**src/rtl/fft_output_reorder_if.sv**
```systemverilog
// Stream bundle for fft_output_reorder: bit-reversed lane-pair input side and
// natural-order valid/ready output side.
interface fft_output_reorder_if #(
    parameter int BW   = 16,
    parameter int LOGN = 5
);
    logic            in_valid;
    logic [BW-1:0]   inReal0;
    logic [BW-1:0]   inImag0;
    logic [BW-1:0]   inReal1;
    logic [BW-1:0]   inImag1;
    logic            in_ready;
    logic            overflow;
    logic            out_valid;
    logic            out_ready;
    logic [BW-1:0]   outReal;
    logic [BW-1:0]   outImag;
    logic [LOGN-1:0] out_index;
    logic            out_last;

    modport master (
        output in_valid, inReal0, inImag0, inReal1, inImag1, out_ready,
        input  in_ready, overflow, out_valid, outReal, outImag, out_index, out_last
    );

    modport slave (
        input  in_valid, inReal0, inImag0, inReal1, inImag1, out_ready,
        output in_ready, overflow, out_valid, outReal, outImag, out_index, out_last
    );
endinterface

```
**src/rtl/fft_output_reorder.sv**
```systemverilog
// Ping-pong reorder buffer: writes bit-reversed FFT lane pairs at natural
// addresses and streams completed frames out in bin order 0..N-1.
module fft_output_reorder #(
    parameter int BW   = 16,
    parameter int N    = 32,
    parameter int LOGN = 5
) (
    input logic                clk,
    input logic                rst,
    fft_output_reorder_if.slave bus
);
    localparam int HALF = N / 2;

    typedef enum logic [1:0] {
        S_IDLE   = 2'd0,
        S_PRIME  = 2'd1,
        S_STREAM = 2'd2
    } rd_state_t;

    // Lane 0 always carries bins with MSB 0 and lane 1 bins with MSB 1, so the
    // buffer splits by bin MSB and each half needs only one write port.
    logic [2*BW-1:0] r_mem_lo [N];
    logic [2*BW-1:0] r_mem_hi [N];

    logic [1:0]      r_bank_full;
    logic            r_wr_bank;
    logic            r_rd_bank;
    logic [LOGN-2:0] r_p;
    logic            r_overflow;
    rd_state_t       r_state;
    rd_state_t       w_next;
    logic [BW-1:0]   r_out_real;
    logic [BW-1:0]   r_out_imag;
    logic [LOGN-1:0] r_out_index;
    logic            r_out_last;

    logic            w_in_ready;
    logic            w_accept;
    logic            w_frame_done;
    logic [LOGN-1:0] w_wr_addr;
    logic            w_load;
    logic            w_drain;
    logic            w_rd_bank;
    logic [LOGN-1:0] w_rd_addr;
    logic [LOGN-1:0] w_rd_word_addr;
    logic [2*BW-1:0] w_rd_word;

    function automatic logic [LOGN-2:0] bitrev_p(input logic [LOGN-2:0] v);
        logic [LOGN-2:0] res;
        res = '0;
        for (int i = 0; i < LOGN - 1; i++) begin
            res[i] = v[LOGN-2-i];
        end
        return res;
    endfunction

    assign w_in_ready     = ~r_bank_full[r_wr_bank];
    assign w_accept       = bus.in_valid & w_in_ready;
    assign w_frame_done   = w_accept & (r_p == (LOGN-1)'(HALF - 1));
    assign w_wr_addr      = {r_wr_bank, bitrev_p(r_p)};
    assign w_rd_word_addr = {w_rd_bank, w_rd_addr[LOGN-2:0]};
    assign w_rd_word      = w_rd_addr[LOGN-1] ? r_mem_hi[w_rd_word_addr]
                                              : r_mem_lo[w_rd_word_addr];

    // Buffer write port: both lanes land in the current write bank together.
    always_ff @(posedge clk) begin
        if (w_accept) begin
            r_mem_lo[w_wr_addr] <= {bus.inReal0, bus.inImag0};
            r_mem_hi[w_wr_addr] <= {bus.inReal1, bus.inImag1};
        end
    end

    // Read FSM next-state and read-port control.
    always_comb begin
        w_next    = r_state;
        w_load    = 1'b0;
        w_drain   = 1'b0;
        w_rd_bank = r_rd_bank;
        w_rd_addr = r_out_index;
        case (r_state)
            S_IDLE: begin
                if (r_bank_full[r_rd_bank]) begin
                    w_next = S_PRIME;
                end else begin
                    w_next = S_IDLE;
                end
            end
            S_PRIME: begin
                w_load    = 1'b1;
                w_rd_addr = LOGN'(0);
                w_next    = S_STREAM;
            end
            S_STREAM: begin
                if (bus.out_ready) begin
                    if (r_out_index == LOGN'(N - 1)) begin
                        w_drain = 1'b1;
                        // Chain straight into the other bank when it is ready.
                        if (r_bank_full[~r_rd_bank]) begin
                            w_load    = 1'b1;
                            w_rd_bank = ~r_rd_bank;
                            w_rd_addr = LOGN'(0);
                            w_next    = S_STREAM;
                        end else if (w_frame_done && (r_wr_bank != r_rd_bank)) begin
                            w_next = S_PRIME;
                        end else begin
                            w_next = S_IDLE;
                        end
                    end else begin
                        w_load    = 1'b1;
                        w_rd_addr = r_out_index + LOGN'(1);
                        w_next    = S_STREAM;
                    end
                end else begin
                    w_next = S_STREAM;
                end
            end
            default: begin
                w_next = S_IDLE;
            end
        endcase
    end

    // Bank bookkeeping, overflow flag, FSM state and output sample registers.
    always_ff @(posedge clk) begin
        if (rst) begin
            r_bank_full <= 2'b00;
            r_wr_bank   <= 1'b0;
            r_rd_bank   <= 1'b0;
            r_p         <= '0;
            r_overflow  <= 1'b0;
            r_state     <= S_IDLE;
            r_out_real  <= '0;
            r_out_imag  <= '0;
            r_out_index <= '0;
            r_out_last  <= 1'b0;
        end else begin
            if (w_frame_done) begin
                r_bank_full[r_wr_bank] <= 1'b1;
                r_wr_bank              <= ~r_wr_bank;
                r_p                    <= '0;
            end else if (w_accept) begin
                r_p <= r_p + (LOGN-1)'(1);
            end else begin
                r_p <= r_p;
            end
            if (w_drain) begin
                r_bank_full[r_rd_bank] <= 1'b0;
                r_rd_bank              <= ~r_rd_bank;
            end
            if (bus.in_valid && !w_in_ready) begin
                r_overflow <= 1'b1;
            end
            r_state <= w_next;
            if (w_load) begin
                r_out_real  <= w_rd_word[2*BW-1:BW];
                r_out_imag  <= w_rd_word[BW-1:0];
                r_out_index <= w_rd_addr;
                r_out_last  <= (w_rd_addr == LOGN'(N - 1));
            end
        end
    end

    assign bus.in_ready  = w_in_ready;
    assign bus.overflow  = r_overflow;
    assign bus.out_valid = (r_state == S_STREAM);
    assign bus.outReal   = r_out_real;
    assign bus.outImag   = r_out_imag;
    assign bus.out_index = r_out_index;
    assign bus.out_last  = r_out_last & (r_state == S_STREAM);
endmodule

```
**src/flat_wrapper.sv**
```systemverilog
// flat-port wrapper written by rule: the top's interface ports become plain ports
module fft_output_reorder_flat 
#(
    parameter int BW   = 16,
    parameter int N    = 32,
    parameter int LOGN = 5
)
  (clk, rst, bus_in_valid, bus_inReal0, bus_inImag0, bus_inReal1, bus_inImag1, bus_out_ready, bus_in_ready, bus_overflow, bus_out_valid, bus_outReal, bus_outImag, bus_out_index, bus_out_last);
  fft_output_reorder_if #(.BW(BW), .LOGN(LOGN)) bus_i ();
  input logic clk;
  input logic rst;
  input wire logic [$bits(bus_i.in_valid)-1:0] bus_in_valid;
  input wire logic [$bits(bus_i.inReal0)-1:0] bus_inReal0;
  input wire logic [$bits(bus_i.inImag0)-1:0] bus_inImag0;
  input wire logic [$bits(bus_i.inReal1)-1:0] bus_inReal1;
  input wire logic [$bits(bus_i.inImag1)-1:0] bus_inImag1;
  input wire logic [$bits(bus_i.out_ready)-1:0] bus_out_ready;
  output wire logic [$bits(bus_i.in_ready)-1:0] bus_in_ready;
  output wire logic [$bits(bus_i.overflow)-1:0] bus_overflow;
  output wire logic [$bits(bus_i.out_valid)-1:0] bus_out_valid;
  output wire logic [$bits(bus_i.outReal)-1:0] bus_outReal;
  output wire logic [$bits(bus_i.outImag)-1:0] bus_outImag;
  output wire logic [$bits(bus_i.out_index)-1:0] bus_out_index;
  output wire logic [$bits(bus_i.out_last)-1:0] bus_out_last;
  assign bus_i.in_valid = bus_in_valid;
  assign bus_i.inReal0 = bus_inReal0;
  assign bus_i.inImag0 = bus_inImag0;
  assign bus_i.inReal1 = bus_inReal1;
  assign bus_i.inImag1 = bus_inImag1;
  assign bus_i.out_ready = bus_out_ready;
  assign bus_in_ready = bus_i.in_ready;
  assign bus_overflow = bus_i.overflow;
  assign bus_out_valid = bus_i.out_valid;
  assign bus_outReal = bus_i.outReal;
  assign bus_outImag = bus_i.outImag;
  assign bus_out_index = bus_i.out_index;
  assign bus_out_last = bus_i.out_last;
  fft_output_reorder #(.BW(BW), .N(N), .LOGN(LOGN)) u_core (.clk(clk), .rst(rst), .bus(bus_i));
endmodule
```
**config.mk**
```make
export PLATFORM = sky130hd
export DESIGN_NAME = fft_output_reorder_flat
export DESIGN_NICKNAME = d
export VERILOG_FILES = /design/src/rtl/fft_output_reorder_if.sv /design/src/rtl/fft_output_reorder.sv /design/src/flat_wrapper.sv
export SDC_FILE = /design/constraint.sdc
export NUM_CORES = 2
export LEC_CHECK = 0
export BUFFER_PORTS_ARGS = -buffer_cell sky130_fd_sc_hd__buf_2
export CORE_UTILIZATION = 54
export CTS_CLUSTER_SIZE = 30
export DETAILED_ROUTE_END_ITERATION = 16
export GPL_ROUTABILITY_DRIVEN = 0
export PLACE_DENSITY_LB_ADDON = 0.15
export SLEW_MARGIN = 5
export SYNTH_ARGS = -nofsm -noshare
export SYNTH_HDL_FRONTEND = slang
export SYNTH_SLANG_ARGS = --single-unit
export TNS_END_PERCENT = 10
```
**constraint.sdc**
```tcl
create_clock -name clk -period 5.43 [get_ports clk]
set_clock_uncertainty 0.15 [all_clocks]
set_input_delay 1.086 -clock clk [delete_from_list [all_inputs] [get_ports clk]]
set_output_delay 1.086 -clock clk [all_outputs]
set_load 0.005 [all_outputs]
```
==> metrics.md <==
| Metric | Value |
|---|---|
| Die area | 152000 um2 |
| Iteration-0 DRC count of the detailed router | 6129 |
| Mean area per synthesized cell | 16.4 um2 |
| Area taken by flip-flops and latches | 62500 um2 |
| Total power per unit cell area | 351 nW/um2 |
| Fraction of final layout cells sized beyond drive strength 1 | 15.0% |
| First-pass GRT wire length | 323000 um |
| Width of the chip | 390 um |
| Net Sw Power | 6.39 mW |
| Core Rows | 142 |
| Global route total overflow | 0 |
| Residual DRC | 0 |
| Clock slew at reported path FFs | 0.06 ns |
| Number of enable flip-flop cells after synthesis | 2048 |
| DPL Wire Length | 122000 um |
| Area share of the largest cell type after synthesis | 75.5% |
| Vertical die dimension | 390 um |
| Arrival time reported for the critical path endpoint | 5.44 ns |
| Synth warnings | 0 |
| Multi-input logic area | 17800 um2 |
| Dominant cell type by area after synthesis | edfxtp_1 |
| Number of cells produced by synthesis | 4969 |
| Ports | 109 |
| Fillers | 10.8k |
| Mapped Nets | 5045 |
| Total Power Consumption | 32.3 mW |
| Final standard cell area without fillers | 92100 um2 |
| Clock period minus worst slack | 4.87 ns |
| Largest cells by area after synthesis | edfxtp_1 76%, mux2i_1 4.1%, nand2_1 3.8% |
| Setup Crit Path Kind | reg -> reg |
| Part of the total power dissipated in sequential elements | 55.3% |
| Internal power | 25.9 mW |
| Post-layout worst setup margin | 0.563 ns |
| Critical Path Start Type | register |
| #FFs+latches synth | 2097 |
| Total placed instance area | 85500 um2 |
| Setup repair after global routing missed its margin | false |
| Part of the power in the clock network | 43.2% |
| Share of the yosys chip area belonging to registers | 76.8% |
| Path class of the lowest-slack min-delay path | reg -> reg |
| Maximum fanout along the worst path | 28 |
| Critical path required time | 6.00 ns |
| Post-detailed-routing wire length | 227000 um |
| Worst setup slack before clock tree synthesis | 0.480 ns |
| Via count | 47.3k |
| Switching power as a share of total power | 19.8% |
| Worst hold margin | 0.298 ns |
| TritonCTS clock tree | built |
| Final count of negative-setup-slack endpoints | 0 |
| Slew HR | 24.0% |
| Core Footprint | 150000 um2 |
| Skew-Pair Late Insertion Delay | 0.84 ns |
| Element type at the critical path end | register |
| Post-cts resize count | 0 |
| Most common cell in the netlist | edfxtp_1 |
| Part of the cycle the worst path needs | 89.6% |
| Transition time of the tightest slew-check pin | 1.13 ns |
| Total GRT Usage | 29.8% |
| Slowest library cell on the worst path | nor2_4 |
| Number of sinks on the clock net | 2097 |
| Hold violation total from the final report | 0 |
| Total negative setup slack | 0 ns |
| Max Cap Violations | 0 |
| Number of buffers on the longest clock path | 3 |
| Depth of the CTS H-tree | 4 |
| Area added between synthesis and finish | 13.2% |
| Detailed-route wire length per cell | 30.9 um |
| Relative contribution of combinational cells to total power | 1.5% |
| Crit path max-delay family | compound AO/OA/AOI/OAI gates |
| Initial antenna violation count | 13 |
| Maximum number of pins on one net before global-route repair | 133 |
| Count of buffering cells on the critical path with inverters included | 2 |
| First-pass detailed-route iteration total | 6 |
| Average vias per placed instance | 6.44 |
| Clock Root Buffer | clkbuf_16 |
| Critical Path Max Stage Delay | 0.86 ns |
| Antenna viol nets, final | 0 |
| Total standard cell area after synthesis | 81400 um2 |
| Crit path cell chain | inv_1 > ha_1 > and2_0 > o21ai_0 > o21a_4 > nor2_4 > buf_4 > nand3_1 > nand4_1 > o2111ai_1 > o31a_1 |
| Commonest cells in the netlist | 2048 x edfxtp_1, 829 x nand2_1, 330 x mux2i_1, 271 x nand3_1, 243 x a21oi_1 |
| Result of the run | completed |
| Post-CTS setup buffer count | 0 |
| Number of different library cells in the post-synthesis netlist | 71 |
| Max Transition Viols Final | 0 |
| Final nets | 5222 |
| Synth async-reset ratio | 0% |
| Count of input and output buffers | 108 |
| Total clock buffers created by CTS | 205 |
| Hold buffer count at CTS | 0 |
| Maximum vdd drop | 335 uV |
| Achievable Freq | 0.205 GHz |
| Initial standard-cell utilization of the core | 54.4% |
| Via count of the first global-routing pass | 45.0k |
| Most instantiated flip-flop cell in the synthesis netlist | edfxtp_1 |
| Static leakage | 31.4 nW |
[cells in the final DEF (no fill, tap or decap), drive strengths merged, types with 27 or more instances in the layout]
cell and count:
a22o 88, a32oi 63, mux2i 330, nand4 38, a21oi 243, nor3 38, a221oi 68, nand2 829
clkbuf 268, nand3 272, dfxtp 49, edfxtp 2048, clkinv 88, o21ai 50, o22ai 27, a22oi 69
buf 289, mux4 115, nor2 62
[worst paths after layout]
kind                          start               endpoint  slack [ns]  cells past startpoint
setup / recovery  u_core.r_state[0]  u_core.bus.outReal[8]        0.56                     11
hold / removal    u_core.r_out_last      u_core.r_out_last        0.30                      2
setup reg to reg  u_core.r_state[0]  u_core.bus.outReal[8]        0.56                     11
hold reg to reg   u_core.r_out_last      u_core.r_out_last        0.30                      2
[state kept, by name, indices dropped and copies added, names as in the netlist]
| name | count |
|---|---|
| u_core.bus.outImag | 16 |
| u_core.r_bank_full | 2 |
| u_core.r_rd_bank | 1 |
| u_core.r_wr_bank | 1 |
| u_core.r_out_last | 1 |
| u_core.r_state | 2 |
| u_core.bus.overflow | 1 |
| u_core.r_p | 4 |
| u_core.r_mem_lo | 1024 |
| u_core.bus.out_index | 5 |
| u_core.bus.outReal | 16 |
| u_core.r_mem_hi | 1024 |
[logic make-up (layout without fill, tap and decap cells)]
kind of cell             count (synthesis)  count (layout)  synth area share, %
adder cells (fa/ha/maj)                  8               8                0.123
buffers and inverters                  327             682                 1.92
multiplexers                           469             469                 7.57
AND/OR/NAND/NOR                       1291            1291                 6.83
flip-flops                            2097            2097                 76.8
XOR/XNOR                                 4               4               0.0430
other                                    0               3                    0
AO/OA/AOI/OAI                          773             773                 6.76
[cell type report]
class                   instances  area share [%]
diodes                          3         0.00815
clock buffers                 268            6.05
clock inverters               117            1.13
inverters                       8          0.0326
multi-input cells            2545            19.3
flip-flops and latches       2097            67.8
well taps                    2016            2.74
repair buffers                289            2.96
[per-layer routing]
metal	share of wire, %	routed length, um	global-route usage [%]
met1	41	93600	44.0
met2	47	106000	45.8
met3	9.5	21600	5.26
met4	2.7	6110	8.73
met5	0.020	45	0
[through the flow]
step	instances	utilization, %
3_5_place_dp	6955	57.1
5_1_grt	7341	61.5
6_report	7343	61.5
2_1_floorplan	4969	-
4_1_cts	7340	61.5
3_3_place_gp	6955	57.1
[power groups by stage]
stage / clock network, mW / registers (mW) / logic, mW
finish: 14.0 / 17.9 / 0.475
global route: 14.7 / 17.9 / 0.507
CTS: 14.1 / 17.9 / 0.471
detailed placement: 0 / 18.2 / 0.471
global placement: 0 / 18.2 / 0.457
floorplan: 0 / 18.2 / 0.125
[worst reg2reg max path, stage by stage (launching register included)]
cell	delay (ns)
dfxtp_1	0.33
inv_1	0.11
ha_1	0.54
and2_0	0.42
o21ai_0	0.34
o21a_4	0.49
nor2_4	0.89
buf_4	0.37
nand3_1	0.10
nand4_1	0.13
o2111ai_1	0.45
o31a_1	0.46
Note: power is estimated with default switching activity, not from simulation.
